==> src/rtl/zwa_pkg.sv <==
// Shared types and defaults for the zone grayscale frame-buffer write arbiter.
package zwa_pkg;

  typedef enum logic [2:0] {
    IDLE,
    START,
    XFER,
    DONE,
    ABORT
  } state_t;

  localparam int ZONES_DEF   = 1024;
  localparam int AW_DEF      = 10;
  localparam int DW_DEF      = 16;
  localparam int TIMEOUT_DEF = 4096;

  localparam logic REQ_ALG  = 1'b0;
  localparam logic REQ_TEST = 1'b1;

endpackage

==> src/rtl/zwa_rr_arb.sv <==
// Two-way round-robin pick with a force override favouring the test requester.
module zwa_rr_arb
  import zwa_pkg::*;
(
  input  logic req0,
  input  logic req1,
  input  logic force_req,
  input  logic last,
  output logic winner,
  output logic any
);

  // "last" is the requester served most recently; the other one gets priority.
  always_comb begin
    any = req0 | req1;
    if (force_req && req1) begin
      winner = REQ_TEST;
    end else if (last == REQ_ALG) begin
      winner = req1 ? REQ_TEST : REQ_ALG;
    end else begin
      winner = req0 ? REQ_ALG : REQ_TEST;
    end
  end

endmodule

==> src/rtl/zone_write_arbiter.sv <==
// Whole-frame arbiter for the zone frame-buffer write port (sdbpflag/wtaddr/wtdina).
// Optional statistics counters are built when ZWA_STATS_EN is defined.
module zone_write_arbiter
  import zwa_pkg::*;
#(
  parameter int ZONES   = ZONES_DEF,
  parameter int AW      = AW_DEF,
  parameter int DW      = DW_DEF,
  parameter int TIMEOUT = TIMEOUT_DEF
) (
  input  logic          I_clk,
  input  logic          I_rst_n,
  input  logic          I_req0,
  input  logic          I_req1,
  input  logic          I_force_test,
  output logic          O_gnt0,
  output logic          O_gnt1,
  input  logic          I_vld0,
  input  logic          I_vld1,
  input  logic [AW-1:0] I_addr0,
  input  logic [AW-1:0] I_addr1,
  input  logic [DW-1:0] I_data0,
  input  logic [DW-1:0] I_data1,
  output logic          O_sdbpflag,
  output logic          O_wten,
  output logic [AW-1:0] O_wtaddr,
  output logic [DW-1:0] O_wtdina,
  output logic          O_frame_done,
  output logic          O_abort,
  output logic          O_addr_err,
  output logic [15:0]   O_stat_frm0,
  output logic [15:0]   O_stat_frm1,
  output logic [15:0]   O_stat_abt
);

  localparam int CW = $clog2(ZONES + 1);
  localparam int TW = $clog2(TIMEOUT + 1);
  localparam logic [CW-1:0] WC_LAST = CW'(ZONES - 1);
  localparam logic [TW-1:0] TO_MAX  = TW'(TIMEOUT);
  localparam logic [31:0]   ZONES_U = 32'(ZONES);

  state_t        state, next_state;
  logic          owner, last, winner, any;
  logic [CW-1:0] wcount;
  logic [TW-1:0] tcount, tinc;
  logic          sel_req, sel_vld;
  logic [AW-1:0] sel_addr;
  logic [DW-1:0] sel_data;
  logic          in_xfer, addr_ok, accept, last_write, timeout_hit;
  logic          sdbp_d, gnt0_d, gnt1_d, wten_d, done_d, abort_d, err_d;
  logic [AW-1:0] waddr_d;
  logic [DW-1:0] wdata_d;

  zwa_rr_arb u_arb (
    .req0      (I_req0),
    .req1      (I_req1),
    .force_req (I_force_test),
    .last      (last),
    .winner    (winner),
    .any       (any)
  );

  // Only the current owner's request and write lanes matter.
  always_comb begin
    sel_req  = (owner == REQ_TEST) ? I_req1  : I_req0;
    sel_vld  = (owner == REQ_TEST) ? I_vld1  : I_vld0;
    sel_addr = (owner == REQ_TEST) ? I_addr1 : I_addr0;
    sel_data = (owner == REQ_TEST) ? I_data1 : I_data0;
  end

  assign in_xfer    = (state == XFER);
  assign addr_ok    = (32'(sel_addr) < ZONES_U);
  assign accept     = in_xfer & sel_vld & addr_ok;
  assign last_write = accept & (wcount == WC_LAST);
  assign tinc       = (tcount == TO_MAX) ? tcount : tcount + TW'(1);
  // A write landing on the expiry cycle is still written, but the frame is abandoned.
  assign timeout_hit = in_xfer & (tinc == TO_MAX);

  always_ff @(posedge I_clk or negedge I_rst_n) begin
    if (!I_rst_n) begin
      state <= IDLE;
    end else begin
      state <= next_state;
    end
  end

  always_comb begin
    next_state = state;
    case (state)
      IDLE:    if (any) next_state = START;
      START:   next_state = XFER;
      XFER: begin
        if (last_write) begin
          next_state = DONE;
        end else if (timeout_hit || !sel_req) begin
          next_state = ABORT;
        end
      end
      DONE:    next_state = IDLE;
      ABORT:   next_state = IDLE;
      default: next_state = IDLE;
    endcase
  end

  // Outputs are computed from the next state so that they align with the state they describe.
  always_comb begin
    sdbp_d  = (next_state == START);
    gnt0_d  = (next_state == XFER) && (owner == REQ_ALG);
    gnt1_d  = (next_state == XFER) && (owner == REQ_TEST);
    wten_d  = accept;
    waddr_d = accept ? sel_addr : O_wtaddr;
    wdata_d = accept ? sel_data : O_wtdina;
    done_d  = (next_state == DONE);
    abort_d = (next_state == ABORT);
    err_d   = in_xfer & sel_vld & ~addr_ok;
  end

  always_ff @(posedge I_clk or negedge I_rst_n) begin
    if (!I_rst_n) begin
      O_sdbpflag   <= 1'b0;
      O_gnt0       <= 1'b0;
      O_gnt1       <= 1'b0;
      O_wten       <= 1'b0;
      O_wtaddr     <= '0;
      O_wtdina     <= '0;
      O_frame_done <= 1'b0;
      O_abort      <= 1'b0;
      O_addr_err   <= 1'b0;
    end else begin
      O_sdbpflag   <= sdbp_d;
      O_gnt0       <= gnt0_d;
      O_gnt1       <= gnt1_d;
      O_wten       <= wten_d;
      O_wtaddr     <= waddr_d;
      O_wtdina     <= wdata_d;
      O_frame_done <= done_d;
      O_abort      <= abort_d;
      O_addr_err   <= err_d;
    end
  end

  always_ff @(posedge I_clk or negedge I_rst_n) begin
    if (!I_rst_n) begin
      owner  <= REQ_ALG;
      last   <= REQ_ALG;
      wcount <= '0;
      tcount <= '0;
    end else begin
      if (state == IDLE && any) begin
        owner <= winner;
      end
      if (state == DONE || state == ABORT) begin
        last <= owner;
      end
      if (state == START) begin
        wcount <= '0;
        tcount <= '0;
      end else if (in_xfer) begin
        if (accept) begin
          wcount <= wcount + CW'(1);
          tcount <= '0;
        end else begin
          tcount <= tinc;
        end
      end
    end
  end

`ifdef ZWA_STATS_EN
  always_ff @(posedge I_clk or negedge I_rst_n) begin
    if (!I_rst_n) begin
      O_stat_frm0 <= '0;
      O_stat_frm1 <= '0;
      O_stat_abt  <= '0;
    end else begin
      if (next_state == DONE && owner == REQ_ALG) O_stat_frm0 <= O_stat_frm0 + 16'd1;
      if (next_state == DONE && owner == REQ_TEST) O_stat_frm1 <= O_stat_frm1 + 16'd1;
      if (next_state == ABORT) O_stat_abt <= O_stat_abt + 16'd1;
    end
  end
`else
  assign O_stat_frm0 = '0;
  assign O_stat_frm1 = '0;
  assign O_stat_abt  = '0;
`endif

endmodule

==> config.mk <==
export PLATFORM = sky130hd
export DESIGN_NAME = zone_write_arbiter
export DESIGN_NICKNAME = d
export VERILOG_FILES = /design/src/rtl/zwa_pkg.sv /design/src/rtl/zwa_rr_arb.sv /design/src/rtl/zone_write_arbiter.sv
export SDC_FILE = /design/constraint.sdc
export NUM_CORES = 1
export LEC_CHECK = 0
export ABC_AREA = 0
export CAP_MARGIN = 20
export CORE_MARGIN = 1
export CORE_UTILIZATION = 47
export DETAILED_ROUTE_END_ITERATION = 8
export PLACE_DENSITY = 0.85
export SLEW_MARGIN = 20
export SYNTH_ARGS = -nofsm -noshare
export SYNTH_HDL_FRONTEND = slang
export SYNTH_HIERARCHICAL = 1
export SYNTH_SLANG_ARGS = --single-unit
export TNS_END_PERCENT = 20
==> constraint.sdc <==
create_clock -name I_clk -period 4.75 [get_ports I_clk]
set_clock_uncertainty 0.2 [all_clocks]
set_input_delay 0.475 -clock I_clk [delete_from_list [all_inputs] [get_ports I_clk]]
set_output_delay 0.475 -clock I_clk [all_outputs]
set_load 0.01 [all_outputs]
==> qor.csv <==
stage,metric,value,unit
status,outcome,completed,
synth,Cells after Synth,379,
floorplan,die area,7940,sq um
sta,final hold vios,0,
sta,"Slew Viols, Final",0,
finish,Register Area,1530,sq um
cts,Worst-Skew Late Latency,0.34,ns
cts,cts hold-fix bufs,0,
cts,CTS sink cnt,61,
drt,Initial DRC Count,206,
synth,Mapped Area,3570,sq um
synth,Synth Warn #,6,
floorplan,Die H,89.1,microns
worst_hold_path,worst hold path class,in -> async,
finish,final core utilization,0.619,
global_routing,antenna violations before repair,0,
finish,Post-layout nets,523,
cts,clk slew on worst S/H paths,0.07,ns
synth,Yosys cell types,50,
finish,layout cells sized above 1,0.0665,
finish,"most common cell after layout, fill and taps aside",clkdlybuf4s50_1,
run,max cap viols,0,
cts,clk root buf,clkbuf_8,
sta,setup tns final,0,ns
setup_path,worst endpoint required time,4.77,ns
synth,sequential area share after synthesis,0.428,
synth,Synth Area per Inst,9.41,sq um
global_routing,grt ovf,0,
global_routing,Tot GR Track Use,0.211,
finish,final instance area,4510,sq um
sta,Rel. slew slack,0.467,
cts,TritonCTS Buffers,9,
drt,wire per inst,13.3,microns
finish,Area Overhead vs Synth,26.6,%
floorplan,Die X-Extent,89.1,microns
placed_design,post-DP HPWL,5460,microns
setup_path,Critical Path Sink Type,register,
cts,# resized after CTS,0,
power,PD cells,493,nW/um^2
drt,Detail Route Antenna Nets,0,
global_routing,first-pass GRT wire length,12700,microns
sta,# setup viols final,0,
finish,antenna cell count,0,
sta,ratio of final minimum period to clock period,0.578,
cts,"Setup Fix Bufs, Post-CTS",0,
setup_path,Worst setup SP type,register,
floorplan,CORE AREA,7290,sq um
sta,Worst-Margin Slew,0.795,ns
drt,routed wire length,7540,microns
setup_path,Reg2Reg Depth,7,
setup_path,worst-path maximum fanout,61,
floorplan,Initial Util,0.489,
placed_design,IO buf count,90,
cts,H-tree depth,3,
power,Pleak,1.99,nW
power,Max VDD drop,0.000263,V
setup_path,Setup CP Type,reg -> reg,
sta,crit path time final,2.75,ns
placed_design,GP Congestion,0.853,
drt,Via Count,2857,
global_routing,pin count of the biggest net entering global routing,62,
floorplan,I/O pin count,140,
global_routing,vias in the first global route,2741,
finish,combined area of the multi-input logic cells,1750,sq um
sta,RSZ-0062 raised after global routing,false,
cts,CTS tree,done,
finish,FILL cells,590,
setup_path,CP arrival,2.77,ns
sta,hold slack,0.0860,ns
placed_design,Post-DP Area,4320,sq um
drt,residual DRC count,0,
drt,DRT Pass-1 Iters,4,
power,total power,2.22,mW
floorplan,Site Rows,31,
synth,post-synthesis register bit count,61,
cts,maximum clock insertion buffer count,2,
drt,Vias per Instance,5.06,
finish,most frequent cells in the layout,"89 x clkdlybuf4s50_1, 61 x dfrtp_1, 49 x conb_1, 44 x nor2_1, 38 x a21oi_1",
sta,FMAX,0.364,GHz
==> sequential cells by signal, indices dropped and copies added, names as in the netlist <==
signal        flops
O_wtdina         16
O_sdbpflag        1
O_gnt0            1
O_wten            1
O_wtaddr         10
O_abort           1
O_frame_done      1
wcount           11
O_gnt1            1
last              1
owner             1
tcount           13
state             3
==> where the power goes <==
| part | switching [mW] | leakage [nW] | internal (mW) |
|---|---|---|---|
| clock network | 0.195 | 0.103 | 0.253 |
| logic | 0.494 | 1.12 | 0.484 |
| registers | 0.118 | 0.764 | 0.679 |
==> worst paths after layout <==
kind | slack, ns | start | endpoint
setup / recovery | 2.00 | owner$_DFFE_PN0P_ | state[2]$_DFF_PN0_
hold / removal | 0.09 | I_rst_n | wcount[3]$_DFFE_PN0P_
setup reg to reg | 2.00 | owner$_DFFE_PN0P_ | state[2]$_DFF_PN0_
hold reg to reg | 0.33 | O_wtdina[6]$_DFFE_PN0P_ | O_wtdina[6]$_DFFE_PN0P_
max in group asynchronous | 3.76 | I_rst_n | state[1]$_DFF_PN0_
min in group I_clk | 0.33 | O_wtdina[6]$_DFFE_PN0P_ | O_wtdina[6]$_DFFE_PN0P_
==> through the flow <==
stage          worst slack (ns)  instances
2_1_floorplan              2.57        427
3_3_place_gp               1.96        549
3_5_place_dp               1.88        549
4_1_cts                    1.99        565
5_1_grt                    1.70        565
6_report                   2.00        565
==> final cells by class <==
cell class	instances	area share
Clock buffer	11	0.0313
Clock inverter	5	0.0111
Inverter	3	0.00249
Multi-Input combinational cell	294	0.388
Sequential cell	61	0.338
Tap cell	99	0.0274
Timing Repair Buffer	92	0.202
==> routing by layer <==
| metal | GRT usage | part of all wire |
|---|---|---|
| met5 | 0 | 0 |
| met4 | 0.121 | 0.026 |
| met3 | 0.0628 | 0.080 |
| met2 | 0.312 | 0.47 |
| met1 | 0.277 | 0.43 |
==> Yosys cell counts (all sizes together) <==
cell,n,area [sq um]
mux2,1,11.3
and3,3,18.8
a21oi,38,190
nand4,11,75.1
and2,1,6.26
or4b,1,10.0
xnor2,4,35.0
conb,1,3.75
o31ai,1,7.51
o21ai,27,135
nor4b,5,65.1
nor2,46,191
o21a,2,15.0
xor2,5,43.8
or3,6,37.5
clkbuf,8,30.0
buf,61,428
or2,2,12.5
a31oi,5,31.3
a21o,2,15.0
nand2,19,71.3
a22o,1,8.76
inv,3,11.3
o2111ai,1,8.76
ha,3,37.5
or3b,1,11.3
nor2b,2,12.5
nor3b,1,12.5
dfrtp,61,1530
nand3,10,62.6
nand2b,4,25.0
mux2i,32,324
and4,3,26.3
nand4b,1,8.76
o41ai,1,8.76
nor4,1,6.26
nor3,3,26.3
o211ai,2,15.0
==> critical path, stage by stage (launching register included) <==
cell and delay (ns):
dfrtp_1 0.32, buf_4 0.43, mux2i_2 0.23, nor2_8 0.62, nand3_4 0.16, nor4b_4 0.43
nor2_2 0.08, o21a_1 0.12
==> cells by family after synthesis <==
| family | Yosys count | synth area share |
|---|---|---|
| XOR/XNOR | 9 | 0.0221 |
| multiplexers | 33 | 0.0940 |
| AO/OA/AOI/OAI | 80 | 0.122 |
| AND/OR/NAND/NOR | 120 | 0.191 |
| buffers and inverters | 72 | 0.132 |
| adder cells (fa/ha/maj) | 3 | 0.0105 |
| other | 1 | 0.00105 |
| flip-flops | 61 | 0.428 |
No activity file was read; power rests on OpenSTA's default activity.
